$ cat config.mk
export PLATFORM = sky130hd
export DESIGN_NAME = mul_pipe
export DESIGN_NICKNAME = d
export VERILOG_FILES = /design/src/rtl/mul_pipe_pkg.sv /design/src/rtl/mul_pipe_stage.sv /design/src/rtl/mul_pipe_umul.sv /design/src/rtl/mul_pipe.sv
export SDC_FILE = /design/constraint.sdc
export NUM_CORES = 2
export LEC_CHECK = 0
export BUFFER_PORTS_ARGS = -buffer_cell sky130_fd_sc_hd__buf_2
export CORE_MARGIN = 2
export CORE_UTILIZATION = 34
export DETAILED_ROUTE_END_ITERATION = 10
export GPL_TIMING_DRIVEN = 0
export MAX_ROUTING_LAYER = met4
export PLACE_DENSITY_LB_ADDON = 0.08
export SLEW_MARGIN = 0
export SYNTH_ARGS = -nofsm -noshare
export SYNTH_HDL_FRONTEND = slang
export SYNTH_SLANG_ARGS = --single-unit
$ cat constraint.sdc
create_clock -name clk -period 14.65 [get_ports clk]
set_input_delay 2.93 -clock clk [delete_from_list [all_inputs] [get_ports clk]]
set_output_delay 2.93 -clock clk [all_outputs]
set_load 0.02 [all_outputs]
$ cat src/rtl/mul_pipe_pkg.sv
// Shared constants for the pipelined 32-bit multiplier: op encodings, XLEN and latency.
// MUL_PIPE_EXTRA_STAGE_EN selects the 3-cycle configuration.
package mul_pipe_pkg;
   localparam int XLEN = 32;

   localparam logic [1:0] OP_MUL    = 2'b00;
   localparam logic [1:0] OP_MULH   = 2'b01;
   localparam logic [1:0] OP_MULHSU = 2'b10;
   localparam logic [1:0] OP_MULHU  = 2'b11;

   localparam int LATENCY_BASE  = 2;
   localparam int LATENCY_EXTRA = 3;
`ifdef MUL_PIPE_EXTRA_STAGE_EN
   localparam int LATENCY = LATENCY_EXTRA;
`else
   localparam int LATENCY = LATENCY_BASE;
`endif
endpackage

$ cat src/rtl/mul_pipe_stage.sv
// Generic valid/ready pipeline register with flush; loads when empty or draining this cycle.
module mul_pipe_stage #(
   parameter int W = 8
) (
   input  logic         clk,
   input  logic         rst,
   input  logic         flush,
   input  logic         in_valid,
   output logic         in_ready,
   input  logic [W-1:0] in_data,
   output logic         out_valid,
   input  logic         out_ready,
   output logic [W-1:0] out_data
);
   logic         vld_q;
   logic [W-1:0] data_q;

   // Depends only on local state, downstream ready and flush, never on in_valid.
   assign in_ready  = (!vld_q || out_ready) && !flush;
   assign out_valid = vld_q;
   assign out_data  = data_q;

   always_ff @(posedge clk or posedge rst) begin
      if (rst) begin
         vld_q <= 1'b0;
      end else if (flush) begin
         vld_q <= 1'b0;
      end else if (in_ready) begin
         vld_q <= in_valid;
      end
   end

   always_ff @(posedge clk or posedge rst) begin
      if (rst) begin
         data_q <= '0;
      end else if (in_valid && in_ready) begin
         data_q <= in_data;
      end
   end
endmodule

$ cat src/rtl/mul_pipe_umul.sv
// Combinational unsigned 32x32->64 multiplier shared by the multiply datapaths.
module mul_pipe_umul
   import mul_pipe_pkg::*;
(
   input  logic [XLEN-1:0]   a,
   input  logic [XLEN-1:0]   b,
   output logic [2*XLEN-1:0] p
);
   assign p = (2*XLEN)'(a) * (2*XLEN)'(b);
endmodule

$ cat src/rtl/mul_pipe.sv
// Pipelined MUL/MULH/MULHSU/MULHU unit: operand register, sign-magnitude multiply, result register.
// Defining MUL_PIPE_EXTRA_STAGE_EN registers the raw product before negate/select (latency 3).
module mul_pipe
   import mul_pipe_pkg::*;
#(
   parameter int TAG_W = 5
) (
   input  logic             clk,
   input  logic             rst,
   input  logic             in_valid,
   output logic             in_ready,
   input  logic [1:0]       in_op,
   input  logic [XLEN-1:0]  in_a,
   input  logic [XLEN-1:0]  in_b,
   input  logic [TAG_W-1:0] in_tag,
   input  logic             flush,
   output logic             out_valid,
   input  logic             out_ready,
   output logic [XLEN-1:0]  out_result,
   output logic [TAG_W-1:0] out_tag,
   output logic             busy
);
   localparam int P1_W = 2 + 2*XLEN + TAG_W;
   localparam int P3_W = XLEN + TAG_W;

   function automatic logic [XLEN-1:0] magnitude(input logic [XLEN-1:0] x, input logic neg);
      // 0x80000000 maps onto itself, which is the correct unsigned magnitude.
      return neg ? (~x + XLEN'(1)) : x;
   endfunction

   function automatic logic [XLEN-1:0] fix_result(input logic [2*XLEN-1:0] prod,
                                                  input logic neg, input logic [1:0] op);
      logic signed [2*XLEN-1:0] full;
      full = neg ? -$signed(prod) : $signed(prod);
      return (op == OP_MUL) ? full[XLEN-1:0] : full[2*XLEN-1:XLEN];
   endfunction

   logic             vld_p1, rdy_p1;
   logic [P1_W-1:0]  data_p1;
   logic [1:0]       op_p1;
   logic [XLEN-1:0]  a_p1, b_p1;
   logic [TAG_W-1:0] tag_p1;
   logic             a_neg_p1, b_neg_p1, neg_p1;
   logic [2*XLEN-1:0] prod_p1;
   logic             vld_p3, in_vld_p3, in_rdy_p3;
   logic [P3_W-1:0]  in_data_p3, data_p3;

   // ---- stage 1: operands, op and tag
   mul_pipe_stage #(.W(P1_W)) u_stage_p1 (
      .clk(clk), .rst(rst), .flush(flush),
      .in_valid(in_valid), .in_ready(in_ready), .in_data({in_op, in_a, in_b, in_tag}),
      .out_valid(vld_p1), .out_ready(rdy_p1), .out_data(data_p1)
   );

   assign {op_p1, a_p1, b_p1, tag_p1} = data_p1;
   assign a_neg_p1 = (op_p1 == OP_MULH || op_p1 == OP_MULHSU) && a_p1[XLEN-1];
   assign b_neg_p1 = (op_p1 == OP_MULH) && b_p1[XLEN-1];
   assign neg_p1   = a_neg_p1 ^ b_neg_p1;

   mul_pipe_umul u_umul (
      .a(magnitude(a_p1, a_neg_p1)),
      .b(magnitude(b_p1, b_neg_p1)),
      .p(prod_p1)
   );

`ifdef MUL_PIPE_EXTRA_STAGE_EN
   localparam int P2_W = 2*XLEN + 1 + 2 + TAG_W;
   logic              vld_p2;
   logic [P2_W-1:0]   data_p2;
   logic [2*XLEN-1:0] prod_p2;
   logic              neg_p2;
   logic [1:0]        op_p2;
   logic [TAG_W-1:0]  tag_p2;

   // ---- stage 2: unsigned product, negate flag, op and tag
   mul_pipe_stage #(.W(P2_W)) u_stage_p2 (
      .clk(clk), .rst(rst), .flush(flush),
      .in_valid(vld_p1), .in_ready(rdy_p1), .in_data({prod_p1, neg_p1, op_p1, tag_p1}),
      .out_valid(vld_p2), .out_ready(in_rdy_p3), .out_data(data_p2)
   );

   assign {prod_p2, neg_p2, op_p2, tag_p2} = data_p2;
   assign in_vld_p3  = vld_p2;
   assign in_data_p3 = {fix_result(prod_p2, neg_p2, op_p2), tag_p2};
   assign busy       = vld_p1 || vld_p2 || vld_p3;
`else
   assign rdy_p1     = in_rdy_p3;
   assign in_vld_p3  = vld_p1;
   assign in_data_p3 = {fix_result(prod_p1, neg_p1, op_p1), tag_p1};
   assign busy       = vld_p1 || vld_p3;
`endif

   // ---- output stage: 32-bit result and tag
   mul_pipe_stage #(.W(P3_W)) u_stage_p3 (
      .clk(clk), .rst(rst), .flush(flush),
      .in_valid(in_vld_p3), .in_ready(in_rdy_p3), .in_data(in_data_p3),
      .out_valid(vld_p3), .out_ready(out_ready), .out_data(data_p3)
   );

   // A result sitting in the output stage during a flush is discarded, not handed off.
   assign out_valid = vld_p3 && !flush;
   assign {out_result, out_tag} = data_p3;
endmodule

==> PnR_summary.wiki <==
{| class="wikitable"
! Metric !! Value
|-
| Global-route total usage across every layer || 30.2%
|-
| Number of fill cells in the layout || between 10,000 and 15,000
|-
| Global route hottest layer || met2
|-
| Type of the worst setup path || register to register
|-
| Number of standard-cell rows in the floorplan || 127
|-
| Vertical extent of the die || 351 um
|-
| Worst setup EP type || register
|-
| Clk_skew || 0.0251 ns
|-
| Max-slew headroom at the worst pin || 2.29%
|-
| Upper clock frequency limit || 0.0706 GHz
|-
| Antenna violations before repair || 5
|-
| Synth Register Bits || 110
|-
| Ys async rst share || between 90% and 100%
|-
| Start of the worst register-to-register path || u_stage_p1.out_data[5]
|-
| Detailed-route via count || about 34,000
|-
| CTS buffer count || 9
|-
| Synthesis-to-layout area growth || 8.25%
|-
| Top_reg_cell synth || dfrtp_1
|-
| Number of DRC violations after detailed-routing iteration 0 || 3,219
|-
| Number of iterations in the first detailed-routing pass || 6
|-
| Clock insertion delay at the later pin of the skew report || 0.48 ns
|-
| Post-route DRC violation count || 0
|-
| GR Util met3 || under 10%
|-
| HP Start || u_stage_p3.out_data[2]
|-
| Number of flops mapped to enable cells by yosys || 0
|-
| Final slew viol count || 0
|-
| Met1 global-route usage || roughly two fifths
|-
| Cell with the most instances on the worst path || fa_1
|-
| Netlist cell types || 103
|-
| DP Wirelength || about 150 mm
|-
| Post-layout min period || 14.17 ns
|-
| Cell type with the largest total area after synthesis || fa_1
|-
| Register clock-pin slew on the reported worst setup and hold paths || 0.10 ns
|-
| Max-cap viol count || 0
|-
| Die ar. || 0.123 mm^2
|-
| Met2 global-route usage || 44.8%
|-
| Top fanout value on the critical path || 10
|-
| Via count of the first global-routing pass || 34,641
|-
| Ranking of synthesized cells by area || fa_1 (44%), inv_1 (8.5%), ha_1 (8.2%)
|-
| Root buffer cell || clkbuf_16
|-
| Synth Net Count || 5,976
|-
| Setup Slack @ Placement || -0.167 ns
|-
| Startpoint class of the critical path || register
|-
| Post-CTS Repair Setup Buffers || 0
|-
| Critical-path cell with the highest stage delay || clkbuf_1
|-
| Via-per-instance ratio || 5.24
|-
| Most common cell after layout, fill and taps aside || inv_1
|-
| Final worst path period share || between 90% and 100%
|-
| Count of endpoints failing hold in the final timing report || 0
|-
| Endpoint of the worst register-to-register path || u_stage_p3.out_data[35]
|-
| Routability cong. || between 0.9 and 1
|-
| Depth of the worst hold-timing path || 2
|-
| Die width || 351 um
|-
| Synthesized area || 0.0409 mm^2
|-
| Placeable core region || 0.120 mm^2
|-
| Buffer levels on the longest clock path || 2
|-
| Clock tree from TritonCTS || yes
|-
| Register-to-register path setup slack || 0.48 ns
|-
| Setup slack of the critical path after layout || 0.480 ns
|-
| Final setup vio count || 0
|-
| Endpoint with the worst hold slack || u_stage_p3.out_data[2]
|-
| Path type of the worst min-delay path || register to register
|-
| Number of cells on the worst reg-to-reg path || 34
|-
| Worst endpoint required time || 15.03 ns
|-
| Worst hold margin || 0.476 ns
|-
| Deepest level of the CTS H-tree || 3
|-
| Overflow after GRT || 0
|-
| Area fraction of the dominant cell type after synthesis || 43.9%
|-
| Hold buffer count at CTS || 0
|-
| Arrival time of the worst setup path || 14.55 ns
|-
| Average detailed-routed wire length per instance || 27.2 um
|-
| Routed wire length || 177 mm
|-
| Commonest cells after routing, fill and taps aside || inv_1 (926), fa_1 (896), nand2_1 (653)
|-
| Worst-margin pin slew || 1.46 ns
|-
| Number of ports placed on the die boundary || 116
|-
| Number of standard cells after synthesis || about 4,700
|-
| Number of buffers inserted by port buffering || 115
|-
| Status || finished, final reports clean
|-
| Sequential-to-total area share from yosys stat || 6.73%
|-
| Ys Warns || 0
|-
| Wire length of the first global-routing pass || approximately 250 mm
|-
| Share of final-layout standard cells stronger than drive strength 1 || 6.78%
|-
| Biggest cell delay along the critical path || about 0.9 ns
|-
| Antenna Violating Nets Remaining || 0
|-
| Clock sink total || 110
|-
| Syn_area_per_cell || 8.63 um^2
|-
| Largest net degree at the start of global routing || 79
|-
| Starting density of the core || 34.2%
|-
| NumNets Final || between 6,000 and 7,000
|}
[synth_stat cells (9+ instances only)]
cell / count
mux2i_1: 13
a31oi_1: 14
buf_2: 9
o211ai_1: 18
o31ai_1: 11
nand2_1: 653
nor4_1: 23
o21ai_0: 106
fa_1: 896
xor2_1: 86
o21a_1: 14
a21oi_1: 124
clkbuf_1: 201
xnor2_1: 97
nor2b_1: 10
a21o_1: 24
nand4_1: 25
nor3_1: 48
a211oi_1: 20
a21boi_0: 9
o21ai_1: 17
and2_1: 25
mux2_2: 75
nor2_1: 634
nand2b_1: 15
inv_1: 928
ha_1: 268
dfrtp_1: 110
or3_1: 19
and4_1: 11
o41ai_1: 9
and3_1: 25
nand3_1: 36
[area by class of cell]
class / count / area (um^2) / share of cell area, %
antenna: 4 / 10.0 / 0.0226
buffer: 223 / 902 / 2.04
clock buffer: 9 / 225 / 0.509
clock inverter: 7 / 76.3 / 0.172
inverter: 928 / 3490 / 7.89
multi-input combinational: 3474 / 34000 / 76.7
sequential: 110 / 2750 / 6.22
tap: 1612 / 2020 / 4.56
timing repair buffer: 131 / 817 / 1.85
[kinds of logic after synthesis]
group / after synthesis / share of synthesized area [%]
compound gates: 464 / 7.67
xor+xnor: 184 / 3.96
fa+ha+maj: 1164 / 52.1
buf+inv: 1152 / 10.7
flops: 110 / 6.73
mux: 88 / 2.38
simple gates: 1574 / 16.5
[through the flow]
step / utilization, % / instances / cell area (um^2) / setup TNS [ns]
2_1_floorplan: - / 4736 / 40900 / 0
3_3_place_gp: 36.3 / 6463 / 43500 / -7.11
3_5_place_dp: 36.7 / 6479 / 43900 / -0.619
4_1_cts: 37.0 / 6494 / 44200 / 0
5_1_grt: 37.0 / 6496 / 44300 / -0.00962
6_report: 37.0 / 6498 / 44300 / 0
[how the worst max path moves through the flow]
stage                                 start                      end  cells past startpoint
global placement    u_stage_p1.out_data[37]  u_stage_p3.out_data[28]                     38
floorplan           u_stage_p1.out_data[37]  u_stage_p3.out_data[31]                     38
CTS                 u_stage_p1.out_data[37]  u_stage_p3.out_data[36]                     34
finish               u_stage_p1.out_data[5]  u_stage_p3.out_data[35]                     34
detailed placement  u_stage_p1.out_data[37]  u_stage_p3.out_data[28]                     35
global route         u_stage_p1.out_data[5]  u_stage_p3.out_data[28]                     34
[critical path, delay by kind of cell, from the launching register on]
| kind | cells | cell delay, ns |
|---|---|---|
| xor+xnor | 2 | 1.27 |
| compound gates | 10 | 3.27 |
| simple gates | 6 | 2.13 |
| fa+ha+maj | 10 | 4.90 |
| buf+inv | 6 | 2.08 |
| flops | 1 | 0.37 |
[routing by layer]
layer,up-vias,wire length [um]
met5,-,0
met3,212,12800
li1,14743,-
met4,0,7000
met2,1305,77700
met1,17765,79200
[state kept, by name, summed over array words and instances, names as in the netlist]
| register | count |
|---|---|
| u_stage_p1.out_data | 71 |
| u_stage_p3.out_data | 37 |
| u_stage_p1.out_valid | 1 |
| u_stage_p3.out_valid | 1 |
[timing repair]
action,4_1_cts,5_1_grt
setup endpoints to repair,10,27
gates resized for setup,0,15
pin swaps,0,0
Power is not shown: default switching activity piles up to over one toggle a cycle in this logic, so the estimate is an artifact.
